[src/rtl/fifo_rd_pkg.sv]
// Shared types and constants for the FIFO read-side stream consumer.
package fifo_rd_pkg;

    localparam int DATA_LENGTH_DEF = 32;
    localparam int CNT_W           = 32;

    typedef enum logic [1:0] {
        IDLE  = 2'd0,
        RUN   = 2'd1,
        DRAIN = 2'd2
    } state_t;

endpackage

[src/rtl/fifo_out_buf.sv]
// Small synchronous ring buffer that absorbs samples returning from the FIFO
// and presents the oldest one at its head.
module fifo_out_buf
    import fifo_rd_pkg::*;
#(
    parameter  int DATA_LENGTH = DATA_LENGTH_DEF,
    parameter  int BUF_DEPTH   = 2,
    localparam int PTR_W       = $clog2(BUF_DEPTH),
    localparam int OCC_W       = $clog2(BUF_DEPTH + 1)
) (
    input  logic                   clk,
    input  logic                   rst_n,
    input  logic                   flush,
    input  logic                   push,
    input  logic [DATA_LENGTH-1:0] push_data,
    input  logic                   pop,
    output logic [OCC_W-1:0]       occ,
    output logic [DATA_LENGTH-1:0] head_data
);

    logic [DATA_LENGTH-1:0] r_mem [BUF_DEPTH];
    logic [PTR_W-1:0]       r_wr_ptr;
    logic [PTR_W-1:0]       r_rd_ptr;
    logic [OCC_W-1:0]       r_occ;
    logic                   w_wr;

    // Depth need not be a power of two, so pointers wrap explicitly.
    function automatic logic [PTR_W-1:0] next_ptr(input logic [PTR_W-1:0] ptr);
        return (ptr == PTR_W'(BUF_DEPTH - 1)) ? '0 : ptr + 1'b1;
    endfunction

    assign w_wr = push & ~flush;

    always_ff @(posedge clk) begin
        if (w_wr) begin
            r_mem[r_wr_ptr] <= push_data;
        end
    end

    always_ff @(posedge clk or negedge rst_n) begin
        if (!rst_n) begin
            r_wr_ptr <= '0;
            r_rd_ptr <= '0;
            r_occ    <= '0;
        end else if (flush) begin
            r_wr_ptr <= '0;
            r_rd_ptr <= '0;
            r_occ    <= '0;
        end else begin
            if (push) begin
                r_wr_ptr <= next_ptr(r_wr_ptr);
            end
            if (pop) begin
                r_rd_ptr <= next_ptr(r_rd_ptr);
            end
            case ({push, pop})
                2'b10:   r_occ <= r_occ + 1'b1;
                2'b01:   r_occ <= r_occ - 1'b1;
                default: r_occ <= r_occ;
            endcase
        end
    end

    assign occ       = r_occ;
    assign head_data = r_mem[r_rd_ptr];

endmodule

[src/rtl/fifo_stream_reader.sv]
// Read-side consumer of the dual-clock sample FIFO: issues reads, absorbs the
// one-cycle read latency and streams samples with frame markers downstream.
module fifo_stream_reader
    import fifo_rd_pkg::*;
#(
    parameter  int DATA_LENGTH = DATA_LENGTH_DEF,
    parameter  int BUF_DEPTH   = 2,
    parameter  int FRAME_LEN   = 64,
    localparam int FIDX_W      = (FRAME_LEN > 1) ? $clog2(FRAME_LEN) : 1
) (
    input  logic                   rd_clk,
    input  logic                   rst_fifo_n,
    input  logic                   en,
    input  logic                   flush,
    output logic                   fifo_rd_en,
    input  logic [DATA_LENGTH-1:0] fifo_data,
    input  logic                   fifo_empty,
    input  logic                   fifo_underflow,
    output logic [DATA_LENGTH-1:0] m_data,
    output logic                   m_valid,
    input  logic                   m_ready,
    output logic                   m_last,
    output logic                   busy,
    output logic                   underflow_err,
    output logic [CNT_W-1:0]       sample_count,
    output state_t                 dbg_state,
    output logic [FIDX_W-1:0]      dbg_frame_idx
);

    // Stream handshake: a sample transfers in any cycle where m_valid and
    // m_ready are both high; m_valid/m_data/m_last hold until that transfer.
    localparam int OCC_W = $clog2(BUF_DEPTH + 1);
    localparam int SUM_W = $clog2(BUF_DEPTH + 2) + 1;

    state_t                 r_state;
    state_t                 w_next_state;
    logic                   r_inflight;
    logic [FIDX_W-1:0]      r_frame_idx;
    logic [CNT_W-1:0]       r_sample_count;
    logic                   r_underflow_err;
    logic [OCC_W-1:0]       w_occ;
    logic [DATA_LENGTH-1:0] w_head;
    logic                   w_m_valid;
    logic                   w_pop;
    logic                   w_push;
    logic                   w_room;
    logic                   w_rd_en;
    logic                   w_busy;
    logic                   w_frame_end;

    assign w_m_valid   = (w_occ != '0);
    assign w_pop       = w_m_valid & m_ready;
    assign w_push      = r_inflight & ~flush;
    assign w_frame_end = (r_frame_idx == FIDX_W'(FRAME_LEN - 1));
    // occ + inflight - pop < BUF_DEPTH, rearranged to stay unsigned.
    assign w_room = (SUM_W'(w_occ) + SUM_W'(r_inflight)) <
                    (SUM_W'(BUF_DEPTH) + SUM_W'(w_pop));

    fifo_out_buf #(
        .DATA_LENGTH (DATA_LENGTH),
        .BUF_DEPTH   (BUF_DEPTH)
    ) u_buf (
        .clk       (rd_clk),
        .rst_n     (rst_fifo_n),
        .flush     (flush),
        .push      (w_push),
        .push_data (fifo_data),
        .pop       (w_pop),
        .occ       (w_occ),
        .head_data (w_head)
    );

    always_ff @(posedge rd_clk or negedge rst_fifo_n) begin
        if (!rst_fifo_n) begin
            r_state <= IDLE;
        end else begin
            r_state <= w_next_state;
        end
    end

    always_comb begin
        w_next_state = r_state;
        if (flush) begin
            w_next_state = en ? RUN : IDLE;
        end else begin
            case (r_state)
                IDLE:    if (en) w_next_state = RUN;
                RUN:     if (!en) w_next_state = DRAIN;
                DRAIN: begin
                    if (en) begin
                        w_next_state = RUN;
                    end else if (!r_inflight && (w_occ == '0)) begin
                        w_next_state = IDLE;
                    end
                end
                default: w_next_state = IDLE;
            endcase
        end
    end

    always_comb begin
        w_rd_en = 1'b0;
        w_busy  = (r_state != IDLE);
        if ((r_state == RUN) && en && !fifo_empty && !flush && w_room) begin
            w_rd_en = 1'b1;
        end
    end

    always_ff @(posedge rd_clk or negedge rst_fifo_n) begin
        if (!rst_fifo_n) begin
            r_inflight      <= 1'b0;
            r_frame_idx     <= '0;
            r_sample_count  <= '0;
            r_underflow_err <= 1'b0;
        end else begin
            r_inflight <= w_rd_en;
            if (flush) begin
                r_frame_idx     <= '0;
                r_sample_count  <= '0;
                r_underflow_err <= 1'b0;
            end else begin
                if (w_pop) begin
                    r_frame_idx    <= w_frame_end ? '0 : r_frame_idx + 1'b1;
                    r_sample_count <= r_sample_count + 1'b1;
                end
                if (w_rd_en && fifo_underflow) begin
                    r_underflow_err <= 1'b1;
                end
            end
        end
    end

    assign fifo_rd_en    = w_rd_en;
    assign m_valid       = w_m_valid;
    assign m_data        = w_m_valid ? w_head : '0;
    assign m_last        = w_frame_end & w_m_valid;
    assign busy          = w_busy;
    assign underflow_err = r_underflow_err;
    assign sample_count  = r_sample_count;
    assign dbg_state     = r_state;
    assign dbg_frame_idx = r_frame_idx;

endmodule

[config.mk]
export PLATFORM = sky130hd
export DESIGN_NAME = fifo_stream_reader
export DESIGN_NICKNAME = d
export VERILOG_FILES = /design/src/rtl/fifo_rd_pkg.sv /design/src/rtl/fifo_out_buf.sv /design/src/rtl/fifo_stream_reader.sv
export SDC_FILE = /design/constraint.sdc
export NUM_CORES = 1
export LEC_CHECK = 0
export ABC_CLOCK_PERIOD_IN_PS = 4400
export CAP_MARGIN = 40
export CORE_MARGIN = 2
export CORE_UTILIZATION = 41
export CTS_CLUSTER_SIZE = 20
export DETAILED_ROUTE_END_ITERATION = 12
export HOLD_SLACK_MARGIN = 0.03
export PLACE_DENSITY_LB_ADDON = 0.1
export SLEW_MARGIN = 20
export SYNTH_ARGS = -nofsm -noshare
export SYNTH_HDL_FRONTEND = slang
export SYNTH_SLANG_ARGS = --single-unit
[constraint.sdc]
create_clock -name rd_clk -period 4.4 [get_ports rd_clk]
set_clock_uncertainty 0.2 [all_clocks]
set_input_delay 1.1 -clock rd_clk [delete_from_list [all_inputs] [get_ports rd_clk]]
set_output_delay 1.1 -clock rd_clk [all_outputs]
set_load 0.01 [all_outputs]
==> flow_metrics.tcl <==
set metrics [dict create \
    crit_buf_inv 2 \
    antenna_found_initial 0 \
    slew_violations 0 \
    syn_nets 439 \
    die_area_um2 12710 \
    yosysWarnings 0 \
    crit_chain "clkdlybuf4s50_1 > o21ai_2 > o21ai_0 > and3_1 > clkdlybuf4s50_1" \
    fin_crit_sh_pct 92.52 \
    cp_slowest_stage_delay_ns 0.54 \
    yosysTopAreaCell "edfxtp_1" \
    start_util_pct 42.29 \
    ys_seq_area_share_pct 63.36 \
    cts_root_buf "clkbuf_16" \
    final_layout_size_suffix_gt1_share_pct 6.783 \
    synth_cell_types 44 \
    routed_wl_um 10440 \
    timing.fmax_mhz 245.7 \
    r2r-start "sample_count[4]" \
    core-area_um2 11470 \
    final_antenna_net_count 0 \
    die_w_um 112.8 \
    die_h_um 112.8 \
    synth-edff-count 64 \
    initialDrtViolationCount 230 \
    synth_fa_ha_area_share_pct 1.032 \
    avgSynthCellArea_um2 12.25 \
    slew_headroom_pct 53.77 \
    p_int_mw 1.629 \
    ys_ff_latch 110 \
    post_cts_buffers 0 \
    synth_ff_type "edfxtp_1" \
    placed_area_um2 6195 \
    tns_ns 0 \
    via_per_inst 5.381 \
    area_growth_pct 33.54 \
    hold_violations 0 \
    synthCells 396 \
    place_congestion 0.7580 \
    end_kind "output pin" \
    cts.sinks 110 \
    crit_slowest_cell "clkdlybuf4s50_1" \
    drtPass1Iterations 4 \
    crit_path_max_fanout 8 \
    synth.top_cells.by_area "edfxtp_1 40%, dfrtp_1 24%, mux2i_1 6.6%" \
    power_frac_comb_pct 8.6 \
    cp-startpoint "m_ready" \
    min_from "underflow_err" \
    dr_total_vias 3546 \
    finalSetupViolCount 0 \
    grt_pass1_wl_um 17520 \
    p_seq_share_pct 53.6 \
    wl_per_cell_um 15.84 \
    port_buffers 115 \
    grt_pass1_vias 3543 \
    fin_crit_ns 4.071 \
    worst_pin_slew_ns 0.6935 \
    antenna_cells 0 \
    cts_buffers 9 \
    crit_path_start_kind "input port" \
    synth_area_um2 4850 \
    netlist.area_leader.share_pct 39.63 \
    post_synth_and_or_nand_nor_area_fraction_pct 15.71 \
    h-tree-depth 3 \
    finalInstanceArea_um2 6476 \
    synth_commonest_cells "64 x edfxtp_1, 56 x nor2_1, 46 x dfrtp_1, 32 x mux2i_1, 24 x a21oi_1" \
    min-delay-path-class "flop to flop" \
    required_ns 3.10 \
    rsz0062_at_grt "false" \
    grt_usage_pct 17.37 \
    grt_max_degree 56 \
    path_class "input port to output pin" \
    drc 0 \
    yosysMostFrequentCell "edfxtp_1" \
    async_reset_ff_share_pct 41.82 \
    synth-xor-area-share_pct 2.890 \
    sw_frac_of_total_pct 21.51 \
    clk_pin_slew_ns 0.07 \
    maxCapViolCount 0 \
    fin_nets 554 \
    insertion_delay_ns 0.35 \
    post_cts_resized 0 \
    cts_tree "done" \
    cpMostUsedCell "clkdlybuf4s50_1" \
    synth_top_family_by_area "simple AND/OR/NAND/NOR gates" \
    outcome "completed" \
    core.rowCount 39 \
    switchingPower_mw 0.4464 \
    power_leakage_nw 2.274 \
    synth_compound_area_share_pct 6.992 \
    power_density_nw_per_um2 320.5 \
    worstPathArrival_ns 2.77 \
    pin_count 116 \
    grt-ovfl-total 0 \
    clockBufferDepth 2 \
    dp_hpwl_um 6914 \
    fin_total_pwr_mw 2.076 \
    synth.area.mux_share_pct 7.766 \
    hold_buffers 0 \
    p_clk_share_pct 37.8 \
    vdd_drop_max_mv 0.2196 \
    critical_path.top_delay_family "buffers and inverters" \
]
[power groups by stage]
stage / logic [mW] / registers [mW] / clock network [mW]
2_1_floorplan: 0.0764 / 1.13 / 0
3_3_place_gp: 0.177 / 1.13 / 0
3_5_place_dp: 0.182 / 1.13 / 0
4_1_cts: 0.183 / 1.11 / 0.813
5_1_grt: 0.197 / 1.11 / 0.850
6_report: 0.179 / 1.11 / 0.785
[per-layer routing]
metal / part of all wire [%] / GRT usage, % / wire length [µm]
met1: 43 / 22.25 / 4489
met2: 48 / 27.39 / 4964
met3: 7.2 / 5.303 / 752
met4: 2.2 / 7.724 / 233
met5: 0 / 0 / 0
[stage by stage]
stage | util [%] | std cells | hold slack (ns) | setup WS (ns)
floorplan | - | 396 | 0.3322 | 0.7295
global placement | 53.74 | 641 | 0.3072 | 0.3665
detailed placement | 54.02 | 643 | 0.3097 | 0.3214
CTS | 56.48 | 659 | 0.3246 | 0.3202
global route | 56.48 | 659 | 0.3741 | 0.2383
finish | 56.48 | 659 | 0.3227 | 0.3292
[worst paths after layout]
kind,endpoint,slack [ns],cells after the start
worst min register to register,underflow_err,0.32,2
min in group asynchronous,sample_count[4],0.59,1
max in group asynchronous,sample_count[21],2.87,2
worst min-delay path,underflow_err,0.32,2
worst max register to register,sample_count[31],2.00,4
worst max-delay path,fifo_rd_en,0.33,5
[sequential cells by signal, summed over array words and instances (netlist names)]
| name | flops |
|---|---|
| dbg_frame_idx | 6 |
| dbg_state | 2 |
| r_inflight | 1 |
| sample_count | 32 |
| u_buf.occ | 2 |
| u_buf.r_mem | 64 |
| u_buf.r_rd_ptr | 1 |
| u_buf.r_wr_ptr | 1 |
| underflow_err | 1 |
[tightest hold or removal path: stages, from the launching register on]
cell and delay, ns:
dfrtp_1 0.35, a41oi_1 0.05, nor2_1 0.08
[cells in the final DEF, fill, tap and decap left out, types with 2 or more instances in the layout]
cell type,instances
ha_1,4
xnor2_1,5
clkdlybuf4s50_1,113
nor4_1,2
mux2_1,3
nand4_1,8
o21ai_0,11
and4_1,4
or4_1,13
a21oi_1,24
nor2_1,55
nand3_1,13
or3_1,6
buf_2,3
nand2_1,18
nor3_1,3
inv_1,6
clkinv_1,2
dfrtp_1,45
o2111ai_1,2
nor2b_1,6
edfxtp_1,64
mux2_2,2
and3_1,9
clkbuf_16,9
xor2_1,11
o31ai_1,11
clkinvlp_2,2
mux2i_1,32
buf_4,7
[cell type report]
type                            instances  area [µm²]
Sequential cell                       110        3074
Timing Repair Buffer                  124        1226
Inverter                                6       22.52
Clock inverter                          6       52.55
Multi-Input combinational cell        260        1693
Clock buffer                           10       229.0
Tap cell                              143       178.9
Fill cell                             964        4991
[logic make-up after synthesis]
group / Yosys count
flip-flops: 110
adder cells (fa/ha/maj): 4
XOR/XNOR: 16
buffers and inverters: 26
AO/OA/AOI/OAI: 56
multiplexers: 37
AND/OR/NAND/NOR: 147
Power figures use the tool's default switching activity.
